$ cat config.mk
export PLATFORM = sky130hd
export DESIGN_NAME = inst_prefetch_buf
export DESIGN_NICKNAME = d
export VERILOG_FILES = /design/src/rtl/inst_prefetch_buf.sv
export SDC_FILE = /design/constraint.sdc
export NUM_CORES = 1
export LEC_CHECK = 0
export ABC_AREA = 1
export CORE_AREA = 2 2 139 276
export DETAILED_ROUTE_END_ITERATION = 8
export DIE_AREA = 0 0 141 278
export GPL_TIMING_DRIVEN = 1
export PLACE_DENSITY = 0.74
export REMOVE_ABC_BUFFERS = 1
export SYNTH_ARGS = -nofsm -noshare
export SYNTH_HDL_FRONTEND = slang
export SYNTH_SLANG_ARGS = --single-unit
$ cat constraint.sdc
create_clock -name clk_i -period 2.79 [get_ports clk_i]
set_clock_uncertainty 0.1 [all_clocks]
set_input_delay 0.4185 -clock clk_i [delete_from_list [all_inputs] [get_ports clk_i]]
set_output_delay 0.4185 -clock clk_i [all_outputs]
set_load 0.01 [all_outputs]
$ cat src/rtl/inst_prefetch_buf.sv
// Instruction prefetch queue: issues iram reads ahead of decode into a small
// (pc, instruction) FIFO, with branch redirect/flush and a sticky fetch fault.
module inst_prefetch_buf #(
    parameter int unsigned     XLEN     = 32,
    parameter int unsigned     DEPTH    = 4,
    parameter logic [XLEN-1:0] RESET_PC = 32'h0000_0000,
    parameter logic [XLEN-1:0] NOP_INST = 32'h0000_0013
) (
    input  logic                       clk_i,
    input  logic                       rst_n_i,
    output logic                       iram_rd_req_o,
    output logic [XLEN-1:0]            iram_rd_addr_o,
    input  logic [XLEN-1:0]            iram_rd_data_i,
    input  logic                       redirect_en_i,
    input  logic [XLEN-1:0]            redirect_addr_i,
    output logic                       inst_valid_o,
    input  logic                       inst_ready_i,
    output logic [XLEN-1:0]            inst_data_o,
    output logic [XLEN-1:0]            inst_pc_o,
    output logic [$clog2(DEPTH+1)-1:0] fill_level_o,
    output logic                       cpu_fault_o
);

    localparam int unsigned PTR_W = $clog2(DEPTH);
    localparam int unsigned CNT_W = $clog2(DEPTH+1);

    function automatic logic is_bad_inst(input logic [XLEN-1:0] inst);
        return (inst[15:0] == 16'h0000) || (&inst);
    endfunction

    logic [XLEN-1:0]  pc_mem_q   [DEPTH];
    logic [XLEN-1:0]  pc_mem_d   [DEPTH];
    logic [XLEN-1:0]  data_mem_q [DEPTH];
    logic [XLEN-1:0]  data_mem_d [DEPTH];
    logic [PTR_W-1:0] wr_ptr_q, wr_ptr_d;
    logic [PTR_W-1:0] rd_ptr_q, rd_ptr_d;
    logic [CNT_W-1:0] count_q, count_d;
    logic             inflight_q, inflight_d;
    logic [XLEN-1:0]  inflight_addr_q, inflight_addr_d;
    logic [XLEN-1:0]  fetch_pc_q, fetch_pc_d;
    logic             fault_q, fault_d;

    logic             head_valid_s;
    logic             req_s;
    logic [XLEN-1:0]  addr_s;
    logic             push_s;
    logic             pop_s;
    logic [CNT_W:0]   occ_s;

    // A redirect in the same cycle hides the head so decode cannot consume a flushed entry.
    assign head_valid_s = (count_q != {CNT_W{1'b0}}) && !fault_q && !redirect_en_i;

    // Next-state: fault freezes everything, redirect flushes, otherwise push/pop/issue.
    always_comb begin
        pc_mem_d        = pc_mem_q;
        data_mem_d      = data_mem_q;
        wr_ptr_d        = wr_ptr_q;
        rd_ptr_d        = rd_ptr_q;
        count_d         = count_q;
        inflight_d      = inflight_q;
        inflight_addr_d = inflight_addr_q;
        fetch_pc_d      = fetch_pc_q;
        fault_d         = fault_q;
        req_s           = 1'b0;
        addr_s          = fetch_pc_q;
        push_s          = 1'b0;
        pop_s           = 1'b0;
        occ_s           = {1'b0, count_q} + {{CNT_W{1'b0}}, inflight_q};

        if (fault_q) begin
            inflight_d = 1'b0;
        end else if (redirect_en_i) begin
            // The response arriving this cycle belongs to the old stream and is dropped.
            wr_ptr_d = {PTR_W{1'b0}};
            rd_ptr_d = {PTR_W{1'b0}};
            count_d  = {CNT_W{1'b0}};
            addr_s   = redirect_addr_i;
            if (redirect_addr_i[1:0] != 2'b00) begin
                fault_d    = 1'b1;
                inflight_d = 1'b0;
            end else begin
                req_s           = 1'b1;
                fetch_pc_d      = redirect_addr_i + XLEN'(3'd4);
                inflight_d      = 1'b1;
                inflight_addr_d = redirect_addr_i;
            end
        end else begin
            push_s = inflight_q;
            pop_s  = head_valid_s && inst_ready_i;
            // Occupancy ignores a same-cycle pop so a full queue never overflows.
            req_s  = occ_s < (CNT_W+1)'(DEPTH);

            if (push_s) begin
                pc_mem_d[wr_ptr_q]   = inflight_addr_q;
                data_mem_d[wr_ptr_q] = iram_rd_data_i;
                wr_ptr_d             = wr_ptr_q + PTR_W'(1'b1);
            end else begin
                wr_ptr_d = wr_ptr_q;
            end

            if (pop_s) begin
                rd_ptr_d = rd_ptr_q + PTR_W'(1'b1);
                fault_d  = is_bad_inst(data_mem_q[rd_ptr_q]);
            end else begin
                rd_ptr_d = rd_ptr_q;
            end

            case ({push_s, pop_s})
                2'b10:   count_d = count_q + CNT_W'(1'b1);
                2'b01:   count_d = count_q - CNT_W'(1'b1);
                default: count_d = count_q;
            endcase

            if (req_s) begin
                fetch_pc_d      = fetch_pc_q + XLEN'(3'd4);
                inflight_addr_d = fetch_pc_q;
            end else begin
                fetch_pc_d = fetch_pc_q;
            end
            inflight_d = req_s;
        end
    end

    // State registers.
    always_ff @(posedge clk_i or negedge rst_n_i) begin
        if (!rst_n_i) begin
            for (int i = 0; i < DEPTH; i++) begin
                pc_mem_q[i]   <= {XLEN{1'b0}};
                data_mem_q[i] <= {XLEN{1'b0}};
            end
            wr_ptr_q        <= {PTR_W{1'b0}};
            rd_ptr_q        <= {PTR_W{1'b0}};
            count_q         <= {CNT_W{1'b0}};
            inflight_q      <= 1'b0;
            inflight_addr_q <= {XLEN{1'b0}};
            fetch_pc_q      <= RESET_PC;
            fault_q         <= 1'b0;
        end else begin
            pc_mem_q        <= pc_mem_d;
            data_mem_q      <= data_mem_d;
            wr_ptr_q        <= wr_ptr_d;
            rd_ptr_q        <= rd_ptr_d;
            count_q         <= count_d;
            inflight_q      <= inflight_d;
            inflight_addr_q <= inflight_addr_d;
            fetch_pc_q      <= fetch_pc_d;
            fault_q         <= fault_d;
        end
    end

    // Gating with rst_n_i keeps the request low while reset is held.
    assign iram_rd_req_o  = req_s && rst_n_i;
    assign iram_rd_addr_o = rst_n_i ? addr_s : fetch_pc_q;
    assign inst_valid_o   = head_valid_s;
    assign inst_data_o    = head_valid_s ? data_mem_q[rd_ptr_q] : NOP_INST;
    assign inst_pc_o      = head_valid_s ? pc_mem_q[rd_ptr_q] : {XLEN{1'b0}};
    assign fill_level_o   = count_q;
    assign cpu_fault_o    = fault_q;

endmodule
==> results of run 1 <==
## critical path: stages, from the launching register on
cell and delay, ns:
dfrtp_4 0.50, clkinv_8 0.08, bufbuf_16 0.31, nand2_1 0.06, nand3_1 0.07, nand2_1 0.10, inv_1 0.07, nor2_1 0.09
clkdlybuf4s50_1 0.54
## sequential cells by signal, indices dropped and copies added (netlist names), 2 cells and up
name and flops:
inflight_addr_q 32, wr_ptr_q 2, rd_ptr_q 2, fill_level_o 3, data_mem_q 128, fetch_pc_q 32, pc_mem_q 128
## metal layers
metal / GRT usage [%] / vias up / part of all wire [%]
li1: - / 6876 / -
met1: 27.7 / 7041 / 37
met2: 44.3 / 504 / 52
met3: 2.46 / 139 / 4.6
met4: 15.1 / 0 / 6.2
met5: 0 / - / 0
## cell type report
cell class	instances	share of cell area [%]
Antenna cell	1	0.0122
Clock buffer	43	4.35
Clock inverter	13	0.881
Inverter	251	4.68
Multi-Input combinational cell	1342	33.8
Sequential cell	329	40.3
Tap cell	459	2.81
Timing Repair Buffer	254	13.2
## kinds of logic after synthesis
| kind of cell | after synthesis | share of synthesized area, % |
|---|---|---|
| xor gates and xnor gates | 6 | 0.319 |
| adders and majority gates | 6 | 0.501 |
| AOI/OAI and AO/OA | 449 | 14.0 |
| muxes | 107 | 7.31 |
| DFF | 329 | 50.0 |
| buffers and inverters | 369 | 8.90 |
| and+or+nand+nor | 773 | 19.0 |
## power groups by stage
stage	clock network, mW	logic (mW)	registers [mW]
6_report	4.49	0.413	4.77
5_1_grt	4.76	0.459	4.77
4_1_cts	4.58	0.416	4.77
3_5_place_dp	0	0.413	4.86
3_3_place_gp	0	0.409	4.86
2_1_floorplan	0	0.105	4.86
## through the flow
step / power [mW] / setup TNS (ns) / setup WS, ns
final: 9.67 / -0.230 / -0.121
after global routing: 9.99 / -0.928 / -0.231
after CTS: 9.76 / -2.84 / -0.260
after detailed placement: 5.27 / 0 / 0.105
after global placement: 5.27 / 0 / 0.119
after floorplan: 4.97 / -576.01 / -1.92
## what timing repair did
item / 4_1_cts / 5_1_grt
gates cloned: 5 / 6
resized for setup: 94 / 125
endpoints found under the setup margin: 97 / 38
hold buffers: 1 / 0
endpoints found under the hold margin: 43 / 0
pin swaps: 5 / 17
setup buffers: 1 / 12
## cell usage after synthesis, types with 9 or more instances
cell type / count
a21oi_1: 126
buf_1: 13
buf_2: 35
clkbuf_1: 64
dfrtp_1: 329
inv_1: 242
inv_2: 9
mux2_2: 107
nand2_1: 537
nand3_1: 104
nand4_1: 15
nor2_1: 99
o21ai_0: 287
o21ai_1: 19
o21ai_2: 9
## worst max-delay path by stage
| stage | start | to | slack, ns | cells after the start |
|---|---|---|---|---|
| finish | rd_ptr_q[0] | inst_data_o[12] | -0.12 | 8 |
| global route | rd_ptr_q[0] | inst_data_o[12] | -0.23 | 8 |
| CTS | rd_ptr_q[0] | inst_data_o[5] | -0.26 | 9 |
| detailed placement | redirect_en_i | fetch_pc_q[29] | 0.10 | 15 |
| global placement | redirect_en_i | fetch_pc_q[29] | 0.12 | 15 |
| floorplan | cpu_fault_o | data_mem_q[32] | -1.92 | 4 |
==> metrics.cfg, run 1 <==
[worst_setup_path]
start_kind=register
rr_worst_depth=14
critPathRequiredTime_ns=2.27
critPathMaxFanout=21
cp.arrival_ns=2.39
cp-end-kind=output port
rrSetupSlack_ns=0.30
worstReg2RegStart=rd_ptr_q[0]
crit_type=register to output port
r2r-end=cpu_fault_o

[synth]
yosys_warnings=0
synth-main-ff-cell=dfrtp_1
synth.top_cell.area_share_pct=50.0
avgSynthCellArea_um2=8.08
synthTopCellsByArea=dfrtp_1 (50%), nand2_1 (12%), o21ai_0 (8.7%)
ys_ff_latch=329
ys_types=34
synth_top_cell_by_area=dfrtp_1
ys_seq_area_share_pct=50.0
syn_inst=2039
syn-cell-area_um2=16500
ys_async_sr_fraction_pct=100
synth-edff-count=0

[floorplanning]
dieArea_um2=39200
initial_core_util_pct=44.3
rows=100
ios=170
die_x_um=141
fp.dieH_um=278
fp.coreArea_um2=37200

[finish]
design_area_um2=20500
drive_above_1_share_pct=15.0
areaGrowthSynthToFinish_pct=24.2
postLayoutCoreUtil_pct=55.1
mostFrequentLayoutCells=nand2_1 (535), dfrtp_1 (327), o21ai_0 (277)
regArea_um2=8240
nFillCells=3346
multiInputGateArea_um2=6910
final_common_cell=nand2_1
final_cell_count_no_fill=2692
final_nets=2282

[timing]
post-route-min-period_ns=2.91
setup_slack_ns=-0.121
fmaxAchievable_mhz=344
period_share_pct=104
holdWs_ns=0.198
maxSlewViolCount=0
hold_viol=0
rsz0062_at_grt=true
relSlewSlack_pct=45.1
finalSetupViolations=4
tightestPinTransition_ns=0.823

[pwr]
internal_power_mw=7.52
p_leak_nw=10.2
combPwrFrac_pct=4.3
pwr-share-seq_pct=49.3
powerDensity_nw_per_um2=473
irDropWorstVdd_mv=0.412
swShare_pct=22.2
switchingPower_mw=2.15
p_clk_share_pct=46.4

[hold_path]
hold_depth=4
hold_path_class=input port to register
min_from=redirect_en_i
worstHoldEndpoint=fetch_pc_q[1]

[clocking]
clock_latency_ns=0.57
clock-root-buffer=clkbuf_16
cts_inserted_buffers=30
path_clk_slew_ns=0.07
clock-sinks=329
cts.htree.levels=1
cts_tree=done
cts.path.max_buffers=3

[drt]
final_antenna_net_count=0
via_count=14600
drc=0
wirelength_um=49600
vias_per_cell=5.41
wl_per_cell_um=18.4
detail_route.first_pass.iterations=5
dr.first_iter.drc_count=1197

[grt]
grt_max_degree=146
grt_pass1_wl_um=76900
gr-total-overflow=0
antenna_found_initial=1
first_global_vias=14600
track_usage_pct=24.6

[placed_design]
place_congestion=0.974
placed_cells=2610
dp_hpwl_um=32300
numPortBuffers=169
placed_cell_area_um2=19000

[run_status]
status=finished, violations left
failed_checks=negative setup slack

[job]
max_cap_viol_count=0

(Power assumes the default switching activity.)
==> run 2: changes to the inputs <==
SETUP_SLACK_MARGIN = 0.02   (was default)
==> metrics.cfg, run 2 (synthesized netlist as in run 1, its figures left out) <==
[pwr]
power.total_mw=9.67
powerDensity_nw_per_um2=476
swShare_pct=22.2
switchingPower_mw=2.14
internal_power_mw=7.52
irDropWorstVdd_mv=0.411
p_clk_share_pct=46.4
p_leak_nw=10.0
combPwrFrac_pct=4.3
pwr-share-seq_pct=49.3

[timing]
setup_tns_ns=0
hold_viol=0
holdWs_ns=0.196
period_share_pct=98.6
fmaxAchievable_mhz=363
relSlewSlack_pct=45.2
post-route-min-period_ns=2.75
tightestPinTransition_ns=0.822
maxSlewViolCount=0
finalSetupViolations=0
rsz0062_at_grt=true

[worst_setup_path]
start_kind=register
cp.arrival_ns=2.23
critPathMaxFanout=41
critPathRequiredTime_ns=2.27
crit_type=register to output port
cp-end-kind=output port

[clocking]
clock-sinks=329
cts_inserted_buffers=30
cts_tree=done
cts.path.max_buffers=3
clock-root-buffer=clkbuf_16
path_clk_slew_ns=0.07
clock_latency_ns=0.57
cts.htree.levels=1

[placed_design]
dp_hpwl_um=32300
place_congestion=0.974
numPortBuffers=169
placed_cell_area_um2=19000
placed_cells=2610

[finish]
mostFrequentLayoutCells=nand2_1 (535), dfrtp_1 (327), o21ai_0 (277)
top_regs=data_mem_q x128, pc_mem_q x128
multiInputGateArea_um2=6880
final_nets=2276
design_area_um2=20300
drive_above_1_share_pct=14.6
nFillCells=3386
final_cell_count_no_fill=2686
areaGrowthSynthToFinish_pct=23.2
final_common_cell=nand2_1
regArea_um2=8240

[run_status]
status=complete, no violations

[floorplanning]
rows=100
ios=170
fp.coreArea_um2=37200
dieArea_um2=39200
fp.dieH_um=278
die_x_um=141
initial_core_util_pct=44.3

[job]
max_cap_viol_count=0

[drt]
dr.first_iter.drc_count=1060
drc=0
final_antenna_net_count=0
wirelength_um=48400
vias_per_cell=5.38
via_count=14500
wl_per_cell_um=18.0
detail_route.first_pass.iterations=8

[grt]
first_global_vias=14700
track_usage_pct=24.8
antenna_found_initial=1
gr-total-overflow=0
grt_pass1_wl_um=77400
grt_max_degree=146

[hold_path]
hold_path_class=input port to register

run 2: cell count changes in the layout (fill, tap and decap cells not counted), sizes merged:
cell,change
clkdlybuf4s15,-4
dlygate4sd2,+25
clkinv,-1
clkbuf,-8
dlymetal6s2s,-16
nand2,-1
inv,+1
clkdlybuf4s50,-2
run 2: area by class of cell:
class | count | share of cell area (%)
inverters | 251 | 4.69
clock inverters | 13 | 0.888
flip-flops and latches | 329 | 40.6
well taps | 459 | 2.83
repair buffers | 249 | 12.7
multi-input cells | 1341 | 33.9
diodes | 1 | 0.0123
clock buffers | 43 | 4.39
run 2: power by group through the flow:
stage               clock (mW)  sequential [mW]  combinational [mW]
finish                    4.49             4.77               0.412
global route              4.77             4.77               0.458
CTS                       4.58             4.77               0.416
detailed placement           0             4.86               0.413
global placement             0             4.86               0.409
floorplan                    0             4.86               0.105
run 2: routing by layer:
metal | part of all wire [%] | GRT usage (%) | vias to the layer above | routed length (um)
li1 | - | - | 6872 | -
met1 | 37 | 27.6 | 6966 | 17900
met2 | 53 | 45.3 | 474 | 25400
met3 | 4.2 | 2.44 | 141 | 2020
met4 | 6.2 | 14.8 | 0 | 3020
met5 | 0 | 0 | - | 0
run 2: repair_timing:
item	CTS	global route
resized for setup	155	56
pin swaps	12	10
hold endpoints to repair	43	0
buffers inserted	10	1
cloned	7	0
setup endpoints to repair	98	40
hold buffers	1	0
run 2: critical path, cell delays in order (launching register included):
cell and delay (ns):
dfrtp_4 0.52, buf_4 0.17, buf_12 0.16, a21oi_1 0.20
o21ai_0 0.15, a21oi_1 0.19, clkdlybuf4s15_2 0.25
run 2: path summary, 6_finish.rpt:
kind | start | end | slack, ns | cells after the start
setup reg to reg | rd_ptr_q[0] | cpu_fault_o | 0.42 | 14
max in group asynchronous | rst_n_i | pc_mem_q[112] | 0.88 | 4
setup / recovery | rd_ptr_q[0] | inst_pc_o[22] | 0.04 | 6
hold / removal | redirect_en_i | fetch_pc_q[1] | 0.20 | 4
min in group asynchronous | rst_n_i | data_mem_q[85] | 0.46 | 3
hold reg to reg | fetch_pc_q[1] | fetch_pc_q[1] | 0.37 | 2
run 2: per-stage QoR:
step	setup slack, ns	utilization [%]
5_1_grt	-0.0447	54.6
2_1_floorplan	-1.92	-
3_5_place_dp	0.105	51.2
6_report	0.0382	54.6
4_1_cts	0.0226	54.8
3_3_place_gp	0.119	51.2
